--- src/rtl/regfile_wb_arbiter_pkg.sv ---
// Shared register-file writeback types and constants for the EX/MEM write-port arbiter.
package regfile_wb_arbiter_pkg;

    localparam int unsigned REG_ADDR_W   = 5;
    localparam int unsigned REG_W        = 32;
    localparam int unsigned STARVE_CNT_W = 2;

    typedef logic [REG_ADDR_W-1:0] reg_addr_t;
    typedef logic [REG_W-1:0]      reg_word_t;

    localparam reg_addr_t ZERO_REG_ADDR = '0;
    localparam reg_word_t ZERO_WORD     = '0;
    localparam logic      ENABLE        = 1'b1;
    localparam logic      DISABLE       = 1'b0;

    // Which held slot entered first when both are valid.
    typedef enum logic {
        AGE_MEM_OLDER = 1'b0,
        AGE_EX_OLDER  = 1'b1
    } age_t;

endpackage

--- src/rtl/regfile_wb_arbiter_wb_hold_slot.sv ---
// One-entry writeback holding slot: accepts on valid/ready, drains on grant, drops x0 writes.
module wb_hold_slot
    import regfile_wb_arbiter_pkg::*;
(
    input  logic      clk,
    input  logic      rst,
    input  logic      rdy,
    input  logic      in_valid,
    output logic      in_ready,
    input  reg_addr_t in_addr,
    input  reg_word_t in_data,
    input  logic      grant,
    output logic      valid,
    output reg_addr_t addr,
    output reg_word_t data,
    output logic      fill
);

    assign in_ready = rdy && !rst && (!valid || grant);
    // x0 writes complete the handshake but never occupy the slot.
    assign fill     = in_valid && in_ready && (in_addr != ZERO_REG_ADDR);

    always_ff @(posedge clk) begin
        if (rst) begin
            valid <= DISABLE;
            addr  <= ZERO_REG_ADDR;
            data  <= ZERO_WORD;
        end else if (fill) begin
            valid <= ENABLE;
            addr  <= in_addr;
            data  <= in_data;
        end else if (rdy && grant) begin
            valid <= DISABLE;
        end
    end

endmodule

--- src/rtl/regfile_wb_arbiter.sv ---
// Arbitrates the single register-file write port between the EX and MEM writeback paths,
// keeping same-register program order and bounding EX starvation.
module regfile_wb_arbiter
    import regfile_wb_arbiter_pkg::*;
#(
    parameter int unsigned STARVE_LIMIT = 3,
    parameter int unsigned CNT_W        = STARVE_CNT_W
) (
    input  logic      clk,
    input  logic      rst,
    input  logic      rdy,
    input  logic      ex_valid,
    output logic      ex_ready,
    input  reg_addr_t ex_addr,
    input  reg_word_t ex_data,
    input  logic      mem_valid,
    output logic      mem_ready,
    input  reg_addr_t mem_addr,
    input  reg_word_t mem_data,
    output logic      w_enable,
    output reg_addr_t w_addr,
    output reg_word_t w_data,
    output logic      busy
);

    localparam logic [CNT_W-1:0] LIMIT = CNT_W'(STARVE_LIMIT);

    logic             ex_v, mem_v, ex_fill, mem_fill, ex_gnt, mem_gnt;
    reg_addr_t        ex_a, mem_a;
    reg_word_t        ex_d, mem_d;
    logic [CNT_W-1:0] starve_cnt;
    age_t             age;

    wb_hold_slot u_ex_slot (
        .clk      (clk),
        .rst      (rst),
        .rdy      (rdy),
        .in_valid (ex_valid),
        .in_ready (ex_ready),
        .in_addr  (ex_addr),
        .in_data  (ex_data),
        .grant    (ex_gnt),
        .valid    (ex_v),
        .addr     (ex_a),
        .data     (ex_d),
        .fill     (ex_fill)
    );

    wb_hold_slot u_mem_slot (
        .clk      (clk),
        .rst      (rst),
        .rdy      (rdy),
        .in_valid (mem_valid),
        .in_ready (mem_ready),
        .in_addr  (mem_addr),
        .in_data  (mem_data),
        .grant    (mem_gnt),
        .valid    (mem_v),
        .addr     (mem_a),
        .data     (mem_d),
        .fill     (mem_fill)
    );

    // Grant looks only at held entries so the request inputs never race the write port.
    always_comb begin
        ex_gnt  = DISABLE;
        mem_gnt = DISABLE;
        if (ex_v && !mem_v) begin
            ex_gnt = ENABLE;
        end else if (mem_v && !ex_v) begin
            mem_gnt = ENABLE;
        end else if (ex_v && mem_v) begin
            if (ex_a == mem_a) begin
                if (age == AGE_EX_OLDER) ex_gnt = ENABLE;
                else                     mem_gnt = ENABLE;
            end else if (starve_cnt == LIMIT) begin
                ex_gnt = ENABLE;
            end else begin
                mem_gnt = ENABLE;
            end
        end
    end

    always_ff @(posedge clk) begin
        if (rst) begin
            w_enable   <= DISABLE;
            w_addr     <= ZERO_REG_ADDR;
            w_data     <= ZERO_WORD;
            starve_cnt <= '0;
            age        <= AGE_MEM_OLDER;
        end else if (rdy) begin
            w_enable <= ex_gnt || mem_gnt;
            if (ex_gnt) begin
                w_addr <= ex_a;
                w_data <= ex_d;
            end else if (mem_gnt) begin
                w_addr <= mem_a;
                w_data <= mem_d;
            end

            if (ex_v && mem_gnt)
                starve_cnt <= (starve_cnt == LIMIT) ? starve_cnt : starve_cnt + 1'b1;
            else
                starve_cnt <= '0;

            // A simultaneous fill makes MEM older: the load precedes EX in program order.
            if (ex_fill && (mem_fill || (mem_v && !mem_gnt)))
                age <= AGE_MEM_OLDER;
            else if (mem_fill && ex_v && !ex_gnt)
                age <= AGE_EX_OLDER;
        end
    end

    assign busy = ex_v || mem_v || w_enable;

endmodule

--- config.mk ---
export PLATFORM = sky130hd
export DESIGN_NAME = regfile_wb_arbiter
export DESIGN_NICKNAME = d
export VERILOG_FILES = /design/src/rtl/regfile_wb_arbiter_pkg.sv /design/src/rtl/regfile_wb_arbiter_wb_hold_slot.sv /design/src/rtl/regfile_wb_arbiter.sv
export SDC_FILE = /design/constraint.sdc
export NUM_CORES = 1
export LEC_CHECK = 0
export BUFFER_PORTS_ARGS = -buffer_cell sky130_fd_sc_hd__buf_2
export CORE_MARGIN = 1
export CORE_UTILIZATION = 50
export CTS_CLUSTER_SIZE = 24
export DETAILED_ROUTE_END_ITERATION = 8
export HOLD_SLACK_MARGIN = 0.02
export PLACE_DENSITY_LB_ADDON = 0.12
export SYNTH_ARGS = -nofsm -noshare
export SYNTH_HDL_FRONTEND = slang
export SYNTH_SLANG_ARGS = --single-unit
--- constraint.sdc ---
create_clock -name clk -period 5 [get_ports clk]
set_input_delay 0.75 -clock clk [delete_from_list [all_inputs] [get_ports clk]]
set_output_delay 0.75 -clock clk [all_outputs]
set_load 0.05 [all_outputs]
==> flow_summary_export.csv, run 1 <==
group,metric,value,unit
status,status,"completed",
clock_network,cts.htree.levels,4,
clock_network,cts_tree,"yes",
synthesis,synth-seq-cells,117,
global_route,grt_pass1_wl,22600,um
worst_setup_path,critPathKind,"flop to output port",
layout,mostFrequentLayoutCell,"buf_2",
worst_setup_path,critPathSlowestCell,"inv_2",
floorplanning,num_rows,35,
global_route,gr-usage-all-layers,28.4,%
timing,finalHoldViolCount,0,
timing,min_period,4.03,ns
synthesis,synthArstFlopShare,0,%
worst_setup_path,path_cells,"xnor2_1 -> and3_1 -> a21o_1 -> nand3_2 -> inv_2 -> buf_2",
worst_setup_path,cp.depth,6,
drt,highest_layer,"met4",
floorplanning,fp.coreArea,9370,sq um
synthesis,seq_area_frac_synth,47.7,%
layout,instances_no_fill,836,
worst_setup_path,startpoint_type,"flop",
worst_setup_path,end_kind,"output port",
timing,fin_skew,0.00981,ns
layout,drive_gt1_share,23.9,%
drt,route.met3.wl,1080,um
floorplanning,ios,120,
clock_network,cts_buffers,17,
drt,first_iter_violations,308,
timing,setup_viol,0,
worst_setup_path,reg2regPathDepth,7,
drt,drt-total-wl,14000,um
placed_design,gp_congestion,0.903,
power_and_ir_drop,powerDensity,421,nW/um^2
synthesis,yosysUniqueCellTypes,40,
worst_setup_path,cpPeakStageDelay,0.79,ns
drt,drt-met1-wl,6080,um
clock_network,cts_hold_buf,0,
placed_design,dp.final_hpwl,8620,um
synthesis,syn-num-nets,686,
drt,drtPass1Iterations,5,
timing,slew-limit-headroom,14.0,%
layout,final_cell_area,6030,sq um
synthesis,synthFlopType,"dfxtp_1",
floorplanning,dieArea,10200,sq um
clock_network,cts_sinks,117,
drt,drcViolationCount,0,
timing,layout_setup_ws,0.968,ns
placed_design,placed_cells,804,
floorplanning,die_h,101,um
drt,ant_nets,0,
clock_network,clk_latency,0.50,ns
drt,vias_per_cell,5.82,
timing,rsz0062_at_grt,"false",
synthesis,synth_top_area_share,47.7,%
placed_design,pre_cts_ws,1.20,ns
clock_network,cts_buffer_depth,2,
power_and_ir_drop,total_power,0.00254,W
global_route,antenna_found_initial,0,
timing,fin_crit_sh,80.6,%
floorplanning,start_util,52.4,%
timing,max_freq,0.248,GHz
floorplanning,die_x,101,um
clock_network,cts.repair.resized,0,
global_route,grt_pass1_vias,4595,
synthesis,synth_largest_area_cell,"dfxtp_1",
placed_design,post_dp_cell_area,5420,sq um
synthesis,synth_cells,606,
layout,layout_common_cells,"buf_2, dfxtp_1, nand2_1",
clock_network,clkSlewWorstSetupHoldPaths,0.06,ns
layout,n_antenna_cell,0,
layout,syn_to_final_growth,22.9,%
worst_setup_path,path_buf_inv,2,
worst_setup_path,critPathArrivalTime,3.28,ns
worst_setup_path,crit_required,4.25,ns
layout,nets,774,
synthesis,avgSynthCellArea,8.10,sq um
power_and_ir_drop,ir_drop,0.000197,V
synthesis,synthTopCellsByArea,"dfxtp_1, a21oi_1, nand3_1, a311oi_1, nand2_1",
drt,route.vias.total,4868,
synthesis,ys_warn_count,0,
worst_setup_path,cp_max_fo,38,
global_route,grt_max_degree,98,
global_route,grt-ovfl-total,0,
clock_network,ctsRootBufferMaster,"clkbuf_8",
worst_hold_path,holdPathStages,2,
power_and_ir_drop,power_leakage,2.24,nW
flow_run,maxCapViolCount,0,
placed_design,io_buffers,119,
worst_hold_path,min_path_type,"flop to flop",
drt,dr_wl_met2,6570,um
timing,final.setup.tns,0,ns
timing,tightest_slew,1.29,ns
worst_setup_path,cpLargestDelayFamily,"buffers and inverters",
synthesis,netlist_area,4910,sq um
synthesis,synth-edff-count,0,
timing,slew_viol_final,0,
drt,routedWlPerCell,16.7,um
clock_network,postCtsSetupRepairBufs,0,
[worst paths after layout]
check,slack (ns),startpoint,to
min reg2reg,0.47,u_ex_slot.data[5],w_data[5]
max,0.97,u_ex_slot.addr[3],mem_ready
max reg2reg,2.13,u_ex_slot.addr[3],u_mem_slot.addr[2]
min,0.47,u_ex_slot.data[5],w_data[5]
[through the flow]
stage | utilization, % | hold WS, ns
after floorplan | - | 0.436
after global placement | 57.9 | 0.443
after detailed placement | 57.9 | 0.466
after CTS | 64.3 | 0.472
after global routing | 64.3 | 0.483
final | 64.3 | 0.472
[cell type report]
| class | count | area, sq um |
|---|---|---|
| inverters | 4 | 15.0 |
| flip-flops and latches | 117 | 2340 |
| well taps | 129 | 161 |
| fillers | 873 | 3340 |
| repair buffers | 128 | 666 |
| clock buffers | 19 | 432 |
| clock inverters | 13 | 174 |
| multi-input cells | 426 | 2240 |
[worst reg2reg max path, stage by stage, from the launching register on]
cell,delay (ns)
dfxtp_1,0.33
xnor2_1,0.26
and3_1,0.24
a21o_1,0.17
nand3_2,0.57
inv_2,0.81
nand3_1,0.21
a21oi_1,0.19
[registers in the layout, summed over array words and instances (netlist names), 2 cells and up]
signal,count
u_ex_slot.data,32
u_mem_slot.data,32
w_data,32
u_ex_slot.addr,5
u_mem_slot.addr,5
w_addr,5
starve_cnt,2
[power by group]
part	internal, W	leakage [nW]	switching (W)
clock network	0.000780	0.286	0.000449
logic	0.0000877	0.997	0.000224
registers	0.000977	0.953	0.0000244
[synth_stat cells (2+ instances only)]
master and count:
xnor2_1 3, a31oi_1 2, nand3_1 72, inv_1 3, nand3_2 2, dfxtp_1 117
xor2_1 2, clkbuf_2 3, buf_6 9, and3_1 3, nand4_1 2, o21ai_1 16
nor2_1 44, nand2_1 84, a21oi_1 79, o21ai_0 61, clkbuf_1 30, buf_4 6
buf_2 5, or4_4 2, buf_1 6, a311oi_1 37
[cells by family after synthesis]
logic type                 Yosys count  share of synthesized area, %
and+or+nand+nor                    217                          19.9
AOI/OAI and AO/OA                  202                          24.2
DFF                                117                          47.7
buffers and inverters               63                          6.86
xor gates and xnor gates             5                         0.893
muxes                                1                         0.204
adders and majority gates            1                         0.255
[metal layers]
layer  vias to the layer above  GRT usage, %
met4                         0          10.8
li1                       2335             -
met2                       219          45.5
met1                      2288          37.1
met3                        26          6.59
met5                         -             0
Power figures use the tool's default switching activity.
==> inputs of run 2 (changes only) <==
Settings changed: CORE_UTILIZATION 50 to 48.
Clock period 5 ns to 3.7 ns, I/O delays scaled along.
==> run 2 against run 1 <==
Compared with the run above:
- wire length fell by 2.1%
- first-iteration DRC count is 4.5% lower
- worst hold slack worse by 0.19 ns
- cell area is 0.60% higher
- die area rose by 4.1%
- highest routed layer unchanged
- largest cell class unchanged
- clock-buffer cell count is 1 higher
- combinational power up 37%
- critical path depth unchanged
- sequential share of layout area down 0.23 points
==> flow_summary_export.csv, run 2 (synthesized netlist as in run 1, its figures left out) <==
group,metric,value,unit
floorplanning,fp.coreArea,9820,sq um
worst_hold_path,min_path_type,"input port to flop",
timing,slew_viol_final,0,
worst_setup_path,end_kind,"output port",
power_and_ir_drop,power_leakage,2.25,nW
clock_network,postCtsSetupRepairBufs,0,
power_and_ir_drop,ir_drop,0.000283,V
timing,max_freq,0.325,GHz
clock_network,cts.htree.levels,4,
placed_design,pre_cts_ws,0.876,ns
worst_setup_path,critPathArrivalTime,2.52,ns
drt,route.vias.total,4802,
global_route,grt-ovfl-total,0,
layout,mostFrequentLayoutCell,"buf_2",
placed_design,placed_cells,811,
worst_setup_path,r2r-start,"u_ex_slot.addr[1]",
drt,drt-total-wl,13700,um
timing,fin_crit_sh,83.0,%
floorplanning,start_util,50.0,%
layout,final_cell_area,6070,sq um
timing,final.setup.tns,0,ns
status,status,"completed",
worst_setup_path,startpoint,"u_ex_slot.addr[0]",
worst_setup_path,crit_required,3.14,ns
global_route,antenna_found_initial,0,
timing,fin_hold_ws,0.284,ns
drt,drcViolationCount,0,
worst_setup_path,critPathSlowestCell,"inv_2",
floorplanning,num_rows,36,
timing,finalHoldViolCount,0,
layout,layout_common_cells,"buf_2, dfxtp_1, nand2_1",
global_route,grt_pass1_wl,21200,um
power_and_ir_drop,powerDensity,562,nW/um^2
layout,n_antenna_cell,0,
drt,drtPass1Iterations,5,
timing,slew-limit-headroom,42.3,%
layout,nets,777,
layout,syn_to_final_growth,23.6,%
worst_setup_path,startpoint_type,"flop",
worst_setup_path,regToRegSetupSlack,0.84,ns
timing,tightest_slew,0.862,ns
clock_network,cts_hold_buf,0,
placed_design,post_dp_cell_area,5480,sq um
placed_design,dp.final_hpwl,8660,um
layout,drive_gt1_share,24.1,%
placed_design,gp_congestion,0.928,
worst_setup_path,critPathKind,"flop to output port",
worst_setup_path,reg2regPathDepth,7,
clock_network,cts_tree,"yes",
worst_setup_path,path_cells,"xnor2_1 -> and3_1 -> a21o_1 -> nand3_2 -> inv_2 -> buf_2",
clock_network,ctsRootBufferMaster,"clkbuf_8",
timing,fin_skew,0.0103,ns
worst_setup_path,cp-endpoint,"mem_ready",
floorplanning,die_h,103,um
drt,ant_nets,0,
worst_setup_path,cp_max_fo,38,
floorplanning,dieArea,10600,sq um
clock_network,clkSlewWorstSetupHoldPaths,0.06,ns
layout,instances_no_fill,843,
global_route,gr-usage-all-layers,26.3,%
timing,min_period,3.07,ns
clock_network,cts_buffer_depth,2,
drt,first_iter_violations,294,
drt,routedWlPerCell,16.3,um
timing,layout_setup_ws,0.627,ns
worst_setup_path,reg2reg_to,"u_ex_slot.data[30]",
global_route,grt_pass1_vias,4367,
clock_network,cts_buffers,17,
floorplanning,die_x,103,um
placed_design,io_buffers,119,
clock_network,cts.repair.resized,0,
worst_setup_path,cpPeakStageDelay,0.52,ns
drt,vias_per_cell,5.70,
floorplanning,ios,120,
worst_setup_path,path_buf_inv,2,
worst_setup_path,cp.depth,6,
timing,rsz0062_at_grt,"false",
layout,fillers,921,
global_route,grt_max_degree,82,
clock_network,clk_latency,0.52,ns
timing,setup_viol,0,
worst_setup_path,cpLargestDelayFamily,"buffers and inverters",
clock_network,cts_sinks,117,
flow_run,maxCapViolCount,0,
layout,reg_top3,"u_ex_slot.data x32, u_mem_slot.data x32, w_data x32",
[run 2: cell count changes in the layout (fill, tap and decap cells not counted), sizes merged]
cell / previous run / this run
buf: 128 / 131
clkbuf: 19 / 20
clkinv: 4 / 5
inv: 7 / 5
[run 2: worst register-to-register path, cell delays in order, from the launching register on]
cell     delay (ns)
dfxtp_1        0.33
xor2_1         0.18
or2_4          0.28
o21ai_0        0.35
nand4_1        0.77
buf_4          0.50
o21ai_0        0.22
a21oi_1        0.09
[run 2: worst min-delay path by stage]
stage	from	endpoint	slack [ns]	cells past startpoint
finish	ex_addr[3]	u_ex_slot.addr[3]	0.28	3
global route	ex_data[23]	u_ex_slot.data[23]	0.28	3
CTS	ex_addr[3]	u_ex_slot.addr[3]	0.27	3
detailed placement	starve_cnt[0]	starve_cnt[0]	0.46	2
global placement	starve_cnt[1]	starve_cnt[1]	0.44	2
floorplan	starve_cnt[1]	starve_cnt[1]	0.44	2
[run 2: stage by stage]
stage | power (W) | utilization [%]
6_report | 0.00341 | 61.8
5_1_grt | 0.00351 | 61.8
4_1_cts | 0.00342 | 61.8
3_5_place_dp | 0.00180 | 55.8
3_3_place_gp | 0.00179 | 55.8
2_1_floorplan | 0.00167 | -
[run 2: metal layers]
| metal | GRT usage (%) | wire, um |
|---|---|---|
| met1 | 34.7 | 6300 |
| met2 | 41.2 | 6330 |
| met3 | 6.31 | 802 |
| met4 | 11.4 | 266 |
| met5 | 0 | 0 |
[run 2: layout make-up]
cell class	count	area [sq um]	share of cell area (%)
flip-flops and latches	117	2340	38.6
multi-input cells	426	2240	36.9
repair buffers	131	713	11.8
clock buffers	20	435	7.18
well taps	133	166	2.74
clock inverters	12	154	2.54
inverters	4	15.0	0.248
[run 2: report_power, final]
group	total, W	internal (W)	switching, W
clock	0.00163	0.00104	0.000588
combinational	0.000425	0.000124	0.000302
sequential	0.00135	0.00132	0.0000314
